[config.mk]
export PLATFORM = sky130hd
export DESIGN_NAME = uart_tx_sched
export DESIGN_NICKNAME = d
export VERILOG_FILES = /design/src/rtl/uart_pkg.sv /design/src/rtl/uart_tx_serializer.sv /design/src/rtl/uart_tx_sched.sv
export SDC_FILE = /design/constraint.sdc
export NUM_CORES = 1
export LEC_CHECK = 0
export CORE_MARGIN = 10
export CORE_UTILIZATION = 50
export CTS_CLUSTER_SIZE = 10
export DETAILED_ROUTE_END_ITERATION = 16
export GPL_TIMING_DRIVEN = 0
export PLACE_DENSITY_LB_ADDON = 0.12
export SYNTH_ARGS = -nofsm -noshare
export SYNTH_HDL_FRONTEND = slang
export SYNTH_SLANG_ARGS = --single-unit
[constraint.sdc]
create_clock -name clk -period 4.5 [get_ports clk]
set_input_delay 0.9 -clock clk [delete_from_list [all_inputs] [get_ports clk]]
set_output_delay 0.9 -clock clk [all_outputs]
set_load 0.01 [all_outputs]
[src/rtl/uart_pkg.sv]
// uart_pkg: shared constants, state encodings and round-robin helper for the UART transmit scheduler.
package uart_pkg;
    localparam int CLK_HZ     = 100_000_000;
    localparam int BAUD       = 115200;
    localparam int OVERSAMPLE = 16;

    typedef enum logic [1:0] {IDLE, LOAD, SEND, GAP} sched_state_t;
    typedef enum logic [2:0] {S_IDLE, S_START, S_DATA, S_PAR, S_STOP} ser_state_t;

    // First set bit of req searching upward from ptr, wrapping at n (n <= 8).
    function automatic logic [2:0] rr_pick(input logic [7:0] req, input logic [2:0] ptr, input int n);
        logic [2:0] pick;
        logic [2:0] k;
        logic       found;
        pick  = ptr;
        found = 1'b0;
        for (int i = 0; i < 8; i++) begin
            k = 3'((int'(ptr) + i) % n);
            if (i < n && !found && req[k]) begin
                pick  = k;
                found = 1'b1;
            end
        end
        return pick;
    endfunction
endpackage

[src/rtl/uart_tx_serializer.sv]
// uart_tx_serializer: frames one character per start pulse and shifts it out LSB first, timed by br_tick.
//   clk, reset (async, active-high), br_tick (16x baud strobe)
//   start: one-clk pulse, captures data; the frame begins on the next br_tick
//   tx: serial line, idle high; done: one-clk pulse after the stop bit
//   UART_TX_PARITY_EN: when defined, an even-parity bit precedes the stop bit (8E1)
module uart_tx_serializer import uart_pkg::*; #(
    parameter int DATA_W     = 8,
    parameter int OVERSAMPLE = uart_pkg::OVERSAMPLE
) (
    input  logic              clk,
    input  logic              reset,
    input  logic              br_tick,
    input  logic              start,
    input  logic [DATA_W-1:0] data,
    output logic              tx,
    output logic              done
);
    localparam int TW = $clog2(OVERSAMPLE);
    localparam int BW = $clog2(DATA_W + 3);
`ifdef UART_TX_PARITY_EN
    localparam ser_state_t AFTER_DATA = S_PAR;
`else
    localparam ser_state_t AFTER_DATA = S_STOP;
`endif

    ser_state_t        state, state_n;
    logic [TW-1:0]     tick_cnt, tick_cnt_n;
    logic [BW-1:0]     bit_cnt, bit_cnt_n;
    logic [DATA_W-1:0] sh, sh_n;
    logic              armed, armed_n, tx_n, done_n, tick_end;
`ifdef UART_TX_PARITY_EN
    logic              par, par_n;
`endif

    assign tick_end = br_tick && tick_cnt == TW'(OVERSAMPLE - 1);

    always_ff @(posedge clk or posedge reset) begin
        if (reset) begin
            state    <= S_IDLE;
            tick_cnt <= '0;
            bit_cnt  <= '0;
            sh       <= '0;
            armed    <= 1'b0;
            tx       <= 1'b1;
            done     <= 1'b0;
`ifdef UART_TX_PARITY_EN
            par      <= 1'b0;
`endif
        end else begin
            state    <= state_n;
            tick_cnt <= tick_cnt_n;
            bit_cnt  <= bit_cnt_n;
            sh       <= sh_n;
            armed    <= armed_n;
            tx       <= tx_n;
            done     <= done_n;
`ifdef UART_TX_PARITY_EN
            par      <= par_n;
`endif
        end
    end

    always_comb begin
        state_n = state;
        done_n  = 1'b0;
        armed_n = start ? 1'b1 : armed;
        case (state)
            S_IDLE: if (armed && br_tick) begin
                state_n = S_START;
                armed_n = 1'b0;
            end
            S_START: if (tick_end) state_n = S_DATA;
            S_DATA:  if (tick_end && bit_cnt == BW'(DATA_W)) state_n = AFTER_DATA;
            S_PAR:   if (tick_end) state_n = S_STOP;
            S_STOP:  if (tick_end) begin
                state_n = S_IDLE;
                done_n  = 1'b1;
            end
            default: state_n = S_IDLE;
        endcase
        // The tick that opens the start bit is not counted; the next OVERSAMPLE ticks close each bit.
        tick_cnt_n = state == S_IDLE ? '0 : tick_end ? '0 : br_tick ? tick_cnt + 1'b1 : tick_cnt;
        bit_cnt_n  = state == S_IDLE ? '0 : tick_end ? bit_cnt + 1'b1 : bit_cnt;
        sh_n       = start ? data : (state == S_DATA && tick_end) ? sh >> 1 : sh;
        tx_n       = state_n == S_START ? 1'b0 : state_n == S_DATA ? sh_n[0] : 1'b1;
`ifdef UART_TX_PARITY_EN
        par_n = start ? ^data : par;
        if (state_n == S_PAR) tx_n = par;
`endif
    end
endmodule

[src/rtl/uart_tx_sched.sv]
// uart_tx_sched: round-robin, packet-granular sharing of one UART transmit line between NUM_REQ requesters.
//   clk, reset (async, active-high), br_tick (16x baud strobe)
//   req_valid/req_data/req_last: per-requester byte offers; req_ready: one-hot accept pulse
//   tx: serial line, idle high; busy: grant held or frame/gap in progress; grant_id: current or last grantee
//   UART_TX_PARITY_EN: when defined, frames carry an even-parity bit (8E1)
module uart_tx_sched import uart_pkg::*; #(
    parameter int NUM_REQ    = 4,
    parameter int DATA_W     = 8,
    parameter int OVERSAMPLE = uart_pkg::OVERSAMPLE,
    parameter int IDLE_GAP   = 1
) (
    input  logic                       clk,
    input  logic                       reset,
    input  logic                       br_tick,
    input  logic [NUM_REQ-1:0]         req_valid,
    input  logic [NUM_REQ*DATA_W-1:0]  req_data,
    input  logic [NUM_REQ-1:0]         req_last,
    output logic [NUM_REQ-1:0]         req_ready,
    output logic                       tx,
    output logic                       busy,
    output logic [$clog2(NUM_REQ)-1:0] grant_id
);
    localparam int GW        = $clog2(NUM_REQ);
    localparam int GAP_TICKS = IDLE_GAP * OVERSAMPLE;
    localparam int CW        = $clog2(15 * OVERSAMPLE + 1);

    sched_state_t  state, state_n;
    logic [GW-1:0] rr_ptr, rr_ptr_n, grant_n, next_id;
    logic [CW-1:0] gap_cnt, gap_cnt_n;
    logic          last_q, last_n, accept, ser_done, gap_end;

    assign accept    = state == LOAD && req_valid[grant_id];
    assign req_ready = accept ? NUM_REQ'(1) << grant_id : '0;
    assign busy      = state != IDLE;
    assign next_id   = grant_id == GW'(NUM_REQ - 1) ? '0 : grant_id + 1'b1;
    assign gap_end   = br_tick && gap_cnt == CW'(GAP_TICKS - 1);

    always_ff @(posedge clk or posedge reset) begin
        if (reset) begin
            state    <= IDLE;
            rr_ptr   <= '0;
            grant_id <= '0;
            gap_cnt  <= '0;
            last_q   <= 1'b0;
        end else begin
            state    <= state_n;
            rr_ptr   <= rr_ptr_n;
            grant_id <= grant_n;
            gap_cnt  <= gap_cnt_n;
            last_q   <= last_n;
        end
    end

    always_comb begin
        state_n   = state;
        rr_ptr_n  = rr_ptr;
        grant_n   = grant_id;
        last_n    = accept ? req_last[grant_id] : last_q;
        gap_cnt_n = state != GAP ? '0 : br_tick ? gap_cnt + 1'b1 : gap_cnt;
        case (state)
            IDLE: if (|req_valid) begin
                grant_n = GW'(rr_pick(8'(req_valid), 3'(rr_ptr), NUM_REQ));
                state_n = LOAD;
            end
            LOAD: if (accept) state_n = SEND;
            // Rotation happens only at packet end, so a stalled requester keeps the line.
            SEND: if (ser_done) begin
                state_n  = !last_q ? LOAD : GAP_TICKS == 0 ? IDLE : GAP;
                rr_ptr_n = last_q ? next_id : rr_ptr;
            end
            GAP: if (gap_end) state_n = IDLE;
            default: state_n = IDLE;
        endcase
    end

    uart_tx_serializer #(.DATA_W(DATA_W), .OVERSAMPLE(OVERSAMPLE)) u_ser (
        .clk     (clk),
        .reset   (reset),
        .br_tick (br_tick),
        .start   (accept),
        .data    (req_data[grant_id*DATA_W +: DATA_W]),
        .tx      (tx),
        .done    (ser_done)
    );
endmodule

==> flow_summary.json, run 1 <==
{
  "cellLeakagePower_nw": 1.253,
  "path_class": "input port to primary output",
  "die_area_mm2": 0.007413,
  "use_met3": 0.07663,
  "status": "completed",
  "synth_cells": 221,
  "drt-pass1-iter-count": 4,
  "busiest_layer": "met2",
  "cts_max_path_buffers": 2,
  "reg2reg_slack_ns": 2.71,
  "gp_congestion": 0.7520,
  "initial_core_util": 0.5309,
  "critPathLaunchType": "input port",
  "fmax_mhz": 257.2,
  "whs_endpoint": "last_q",
  "vias_per_cell": 5.500,
  "grt_antenna_before_repair": 0,
  "worstPathRequired_ns": 3.60,
  "post-cts-setup-buffers": 0,
  "antenna_cells": 0,
  "tightest_slew_ns": 1.044,
  "routed_wl_um": 4737,
  "vias": 1815,
  "fin_nets": 330,
  "drc": 0,
  "ys_seq_area_frac": 0.4244,
  "r2r_start": "grant_id[0]",
  "rsz0062_at_grt": "false",
  "min-delay-start": "last_q",
  "synth_common_cells": "36 x dfrtp_1, 35 x nand2_1, 20 x nor2_1",
  "area_growth_pct": 30.81,
  "whs_path_depth": 2,
  "r2r_cells": 5,
  "netlist.area_leader.share": 0.4124,
  "clock_sinks": 37,
  "path_clk_slew_ns": 0.07,
  "grt_use_met1": 0.1414,
  "synth_area_leader_cell": "dfrtp_1",
  "hold_viol": 0,
  "cts_tree": "done",
  "wl_per_cell_um": 14.35,
  "syn_area_mm2": 0.002185,
  "ctsRootBufferMaster": "clkbuf_8",
  "synth-edff-count": 0,
  "die_x_um": 86.10,
  "final_antenna_net_count": 0,
  "port_buffers": 50,
  "maxSlewHeadroom": 0.2987,
  "synth_ff_type": "dfrtp_1",
  "track_usage": 0.1355,
  "hold_buffers": 0,
  "clock_latency_ns": 0.29,
  "grt_max_degree": 25,
  "critPathCaptureType": "primary output",
  "post-route-min-period_ns": 3.889,
  "core_mm2": 0.004115,
  "dp_hpwl_um": 3752,
  "grt_pass1_vias": 1936,
  "drive_gt1_frac": 0.08571,
  "finalCritPeriodShare": 0.8641,
  "drv_cap": 0,
  "setup-violations-final": 0,
  "num_rows": 23,
  "power_density_mw_per_mm2": 424.8,
  "critPathMaxFanout": 10,
  "cts_resized": 0,
  "drv_slew": 0,
  "hp-class": "flip-flop to flip-flop",
  "drtIter0Drc": 90,
  "fp.dieH_um": 86.10,
  "yosys.cell_count.top_type": "dfrtp_1",
  "cp.arrival_ns": 2.99,
  "grt_pass1_wl_um": 8190,
  "cp-startpoint": "req_valid[3]",
  "ys_ff_latch": 37,
  "grt-ovfl-total": 0,
  "syn_avg_cell_area_um2": 9.885,
  "ys_top_cells_by_area": "dfrtp_1 41%, mux4_2 8.2%, nand2_1 6.0%, ha_1 4.6%, mux2i_1 4.1%",
  "grt_util_met2": 0.2177,
  "fin_hold_ws_ns": 0.5067,
  "syn_nets": 272,
  "yosysUniqueCellTypes": 43,
  "synth_warnings": 0,
  "vdd.ir_drop.worst_mv": 0.2764,
  "async_flop_share": 1.000,
  "r2r-end": "u_ser.tx",
  "finClkSkew_ns": 0.006965,
  "cts_made_buffers": 5,
  "tns_ns": 0,
  "ios": 51,
  "htreeDepth": 2
}
registers in the layout, summed over array words and instances (netlist names):
signal,count
gap_cnt,8
grant_id,2
last_q,1
rr_ptr,2
state,2
u_ser.armed,1
u_ser.bit_cnt,4
u_ser.done,1
u_ser.sh,8
u_ser.state,3
u_ser.tick_cnt,4
u_ser.tx,1
cell usage in the layout, fill, tap and decap left out, types with 8 or more instances in the layout:
master,count
a21oi_1,11
nand2_1,35
dfrtp_1,36
clkdlybuf4s50_1,50
mux2i_1,9
inv_1,9
mux4_2,8
ha_1,8
nor2_1,20
o21ai_1,13
routing by layer:
metal	part of all wire	wire [µm]
met1	0.42	1967
met4	0.021	100
met2	0.45	2142
met5	0	0
met3	0.11	526
worst max-delay path, stage by stage:
cell	delay, ns
clkdlybuf4s50_1	0.50
mux4_2	0.55
and3b_1	0.21
buf_4	0.17
and2_1	0.16
clkdlybuf4s50_1	0.49
report_power, final:
group / total [mW] / leakage [nW] / switching [mW] / internal, mW
clock network: 0.224 / 0.0450 / 0.116 / 0.107
registers: 0.489 / 0.481 / 0.0692 / 0.420
logic: 0.501 / 0.726 / 0.240 / 0.260
total: 1.21 / 1.25 / 0.426 / 0.788
through the flow:
step / std cells / setup WS [ns] / total power [mW] / util / area (µm²)
floorplan: 221 / 1.697 / 0.8320 / - / 2185
global placement: 321 / 0.6026 / 0.9871 / 0.6677 / 2748
detailed placement: 322 / 0.5998 / 1.003 / 0.6744 / 2775
CTS: 330 / 0.5954 / 1.228 / 0.6944 / 2858
global route: 330 / 0.5056 / 1.313 / 0.6944 / 2858
finish: 330 / 0.6114 / 1.214 / 0.6944 / 2858
worst max-delay path by stage:
stage          slack [ns]      endpoint  cells past startpoint
6_report             0.61  req_ready[3]                      6
5_1_grt              0.51  req_ready[3]                      6
4_1_cts              0.60  req_ready[3]                      6
3_5_place_dp         0.60  req_ready[3]                      6
3_3_place_gp         0.60  req_ready[0]                      6
2_1_floorplan        1.70  req_ready[0]                      4
cell families after synthesis:
family                     Yosys count  synth area share
adders and majority gates            8           0.04582
and+or+nand+nor                     87            0.1919
buffers and inverters               18           0.03436
xor gates and xnor gates             8           0.03207
AOI/OAI and AO/OA                   42            0.1134
DFF                                 37            0.4244
muxes                               21            0.1581
area by class of cell:
type / count / area (µm²)
inverters: 9 / 33.78
well taps: 50 / 62.56
clock buffers: 6 / 72.57
multi-input cells: 166 / 1182
repair buffers: 51 / 528.0
clock inverters: 2 / 10.01
flip-flops and latches: 37 / 927.1
plain buffers: 9 / 41.29
fillers: 313 / 1257
(Power assumes the default switching activity.)
==> run 2, diff against run 1 <==
- SYNTH_HIERARCHICAL: unset -> 1
==> run 2 against run 1 <==
  * Sequential cell count unchanged
  * Hold slack better by 0.023 ns
  * Sequential power is 4.1% higher
==> flow_summary.json, run 2 <==
{
  "status": "completed",
  "grt_pass1_vias": 1791,
  "layout_commonest_cell": "clkdlybuf4s50_1",
  "slowest_delay_ns": 0.54,
  "cts_made_buffers": 5,
  "fin_nets": 325,
  "finalCritPeriodShare": 0.8470,
  "synth-edff-count": 0,
  "post-route-min-period_ns": 3.812,
  "drt-pass1-iter-count": 4,
  "grt_max_degree": 23,
  "largestRegisters": "gap_cnt (8), u_ser/sh (8)",
  "yosysUniqueCellTypes": 50,
  "synth_area_leader_cell": "dfrtp_1",
  "r2r_start": "grant_id[0]",
  "crit_top_cell": "clkdlybuf4s50_1",
  "core_mm2": 0.004384,
  "drtIter0Drc": 60,
  "hold_buffers": 0,
  "crit_chain": "clkdlybuf4s50_1, mux4_2, and3b_1, buf_6, and2_1, clkdlybuf4s50_1",
  "synth_warnings": 6,
  "whs_path_depth": 1,
  "tightest_slew_ns": 0.8218,
  "vdd.ir_drop.worst_mv": 0.1999,
  "ctsRootBufferMaster": "clkbuf_8",
  "rsz0062_at_grt": "false",
  "ys_ff_latch": 37,
  "cellLeakagePower_nw": 1.245,
  "cts_resized": 0,
  "clock_sinks": 37,
  "most-common-layout-cells": "49 x clkdlybuf4s50_1, 36 x dfrtp_1, 26 x nand2_1",
  "setup-violations-final": 0,
  "critPathBufInv": 3,
  "die_area_mm2": 0.007644,
  "ios": 51,
  "syn_area_mm2": 0.002273,
  "r2r-end": "u_ser/tx",
  "tns_ns": 0,
  "synth_common_cells": "36 x dfrtp_1, 26 x nand2_1, 20 x nor2_1",
  "min-delay-start": "u_ser/armed",
  "num_rows": 24,
  "final_antenna_net_count": 0,
  "worstPathRequired_ns": 3.60,
  "syn_nets": 269,
  "area_growth_pct": 28.67,
  "fmax_mhz": 262.4,
  "yosys.cell_count.top_type": "dfrtp_1",
  "grt_pass1_wl_um": 8424,
  "finalInstanceArea_mm2": 0.002925,
  "htreeDepth": 2,
  "die_x_um": 87.43,
  "crit_slowest_cell": "clkdlybuf4s50_1",
  "cp.arrival_ns": 2.91,
  "finClkSkew_ns": 0.005646,
  "wl_per_cell_um": 15.75,
  "critPathCaptureType": "primary output",
  "port_buffers": 49,
  "post-cts-setup-buffers": 0,
  "synth_ff_type": "dfrtp_1",
  "cts_max_path_buffers": 2,
  "fillers": 354,
  "syn_avg_cell_area_um2": 10.43,
  "dp_hpwl_um": 3967,
  "maxSlewHeadroom": 0.4515,
  "reg2reg_slack_ns": 2.52,
  "async_flop_share": 1.000,
  "netlist.area_leader.share": 0.3963,
  "hold_viol": 0,
  "vias": 1807,
  "path_clk_slew_ns": 0.08,
  "grt-ovfl-total": 0,
  "drc": 0,
  "antenna_cells": 0,
  "drive_gt1_frac": 0.1527,
  "crit_family": "buffers and inverters",
  "path_class": "input port to primary output",
  "hp-class": "flip-flop to flip-flop",
  "r2r_cells": 6,
  "fp.dieH_um": 87.43,
  "ys_top_cells_by_area": "dfrtp_1 40%, mux4_2 9.9%, ha_1 4.4%, nand2_1 4.3%, mux2i_1 3.5%",
  "synth_cells": 218,
  "gp_congestion": 0.7960,
  "vias_per_cell": 5.526,
  "initial_core_util": 0.5186,
  "critPathLaunchType": "input port",
  "ys_seq_area_frac": 0.4078,
  "cts_tree": "done",
  "routed_wl_um": 5149,
  "placed_area_mm2": 0.002829,
  "track_usage": 0.1359,
  "whs_endpoint": "u_ser/armed",
  "drv_cap": 0,
  "power_density_mw_per_mm2": 416.4,
  "critPathMaxFanout": 15,
  "clock_latency_ns": 0.29,
  "drv_slew": 0,
  "grt_antenna_before_repair": 0
}
run 2: how the worst max path moves through the flow:
stage	from	end	cells past startpoint
after floorplan	req_valid[0]	req_ready[0]	5
after global placement	req_valid[3]	req_ready[3]	6
after detailed placement	req_valid[1]	req_ready[0]	6
after CTS	req_valid[1]	req_ready[0]	6
after global routing	req_valid[1]	req_ready[3]	6
final	req_valid[1]	req_ready[0]	6
run 2: logic make-up after synthesis:
kind of cell	Yosys count	synth area share
flops	37	0.4078
compound gates	40	0.1194
simple gates	81	0.1899
fa+ha+maj	8	0.04403
xor+xnor	9	0.03467
mux	22	0.1541
buf+inv	21	0.05008
run 2: final cells by class:
| cell class | instances | area, µm² | share of cell area |
|---|---|---|---|
| Inverter | 10 | 37.54 | 0.01283 |
| Sequential cell | 37 | 927.1 | 0.3169 |
| Clock buffer | 6 | 82.58 | 0.02823 |
| Buffer | 11 | 76.32 | 0.02609 |
| Timing Repair Buffer | 49 | 490.5 | 0.1677 |
| Multi-Input combinational cell | 160 | 1232 | 0.4213 |
| Tap cell | 52 | 65.06 | 0.02224 |
| Clock inverter | 2 | 13.76 | 0.004705 |
run 2: power by group:
group	switching [mW]	internal (mW)
sequential	0.0876	0.421
combinational	0.212	0.250
clock	0.124	0.124
run 2: per-stage QoR:
step	setup slack (ns)	hold slack [ns]	power (mW)	util	instances
after floorplan	1.668	0.4801	0.8316	-	218
after CTS	0.6801	0.5275	1.232	0.6672	327
final	0.6883	0.5292	1.218	0.6672	327
after global placement	0.6914	0.5009	0.9730	0.6453	319
after global routing	0.6129	0.5522	1.316	0.6672	327
after detailed placement	0.6743	0.5135	0.9851	0.6453	319
run 2: routing by layer:
layer  vias to the layer above  GRT usage  share of wire  routed length, µm
met5                         -          0              0                  0
met2                        32     0.2295           0.54               2783
met1                       871     0.1643           0.42               2166
met3                         7    0.03933          0.029                148
li1                        897          -              -                  -
met4                         0    0.03478         0.0099                 51
==> run 3, diff against run 2 <==
- clock period: 4.5 -> 3.55 ns (I/O delays scaled with it)
==> results of run 3 <==
Same layout as run 2 (identical final DEF). Status: completed.
Main changes from that run: setup slack after placement 0.6743 ns -> 0.1043 ns; setup slack after layout 0.6883 ns -> 0.1183 ns; register-to-register setup slack 2.52 ns -> 1.57 ns; total power 1.218 mW -> 1.544 mW; worst IR drop on VDD 0.1999 mV -> 0.2534 mV
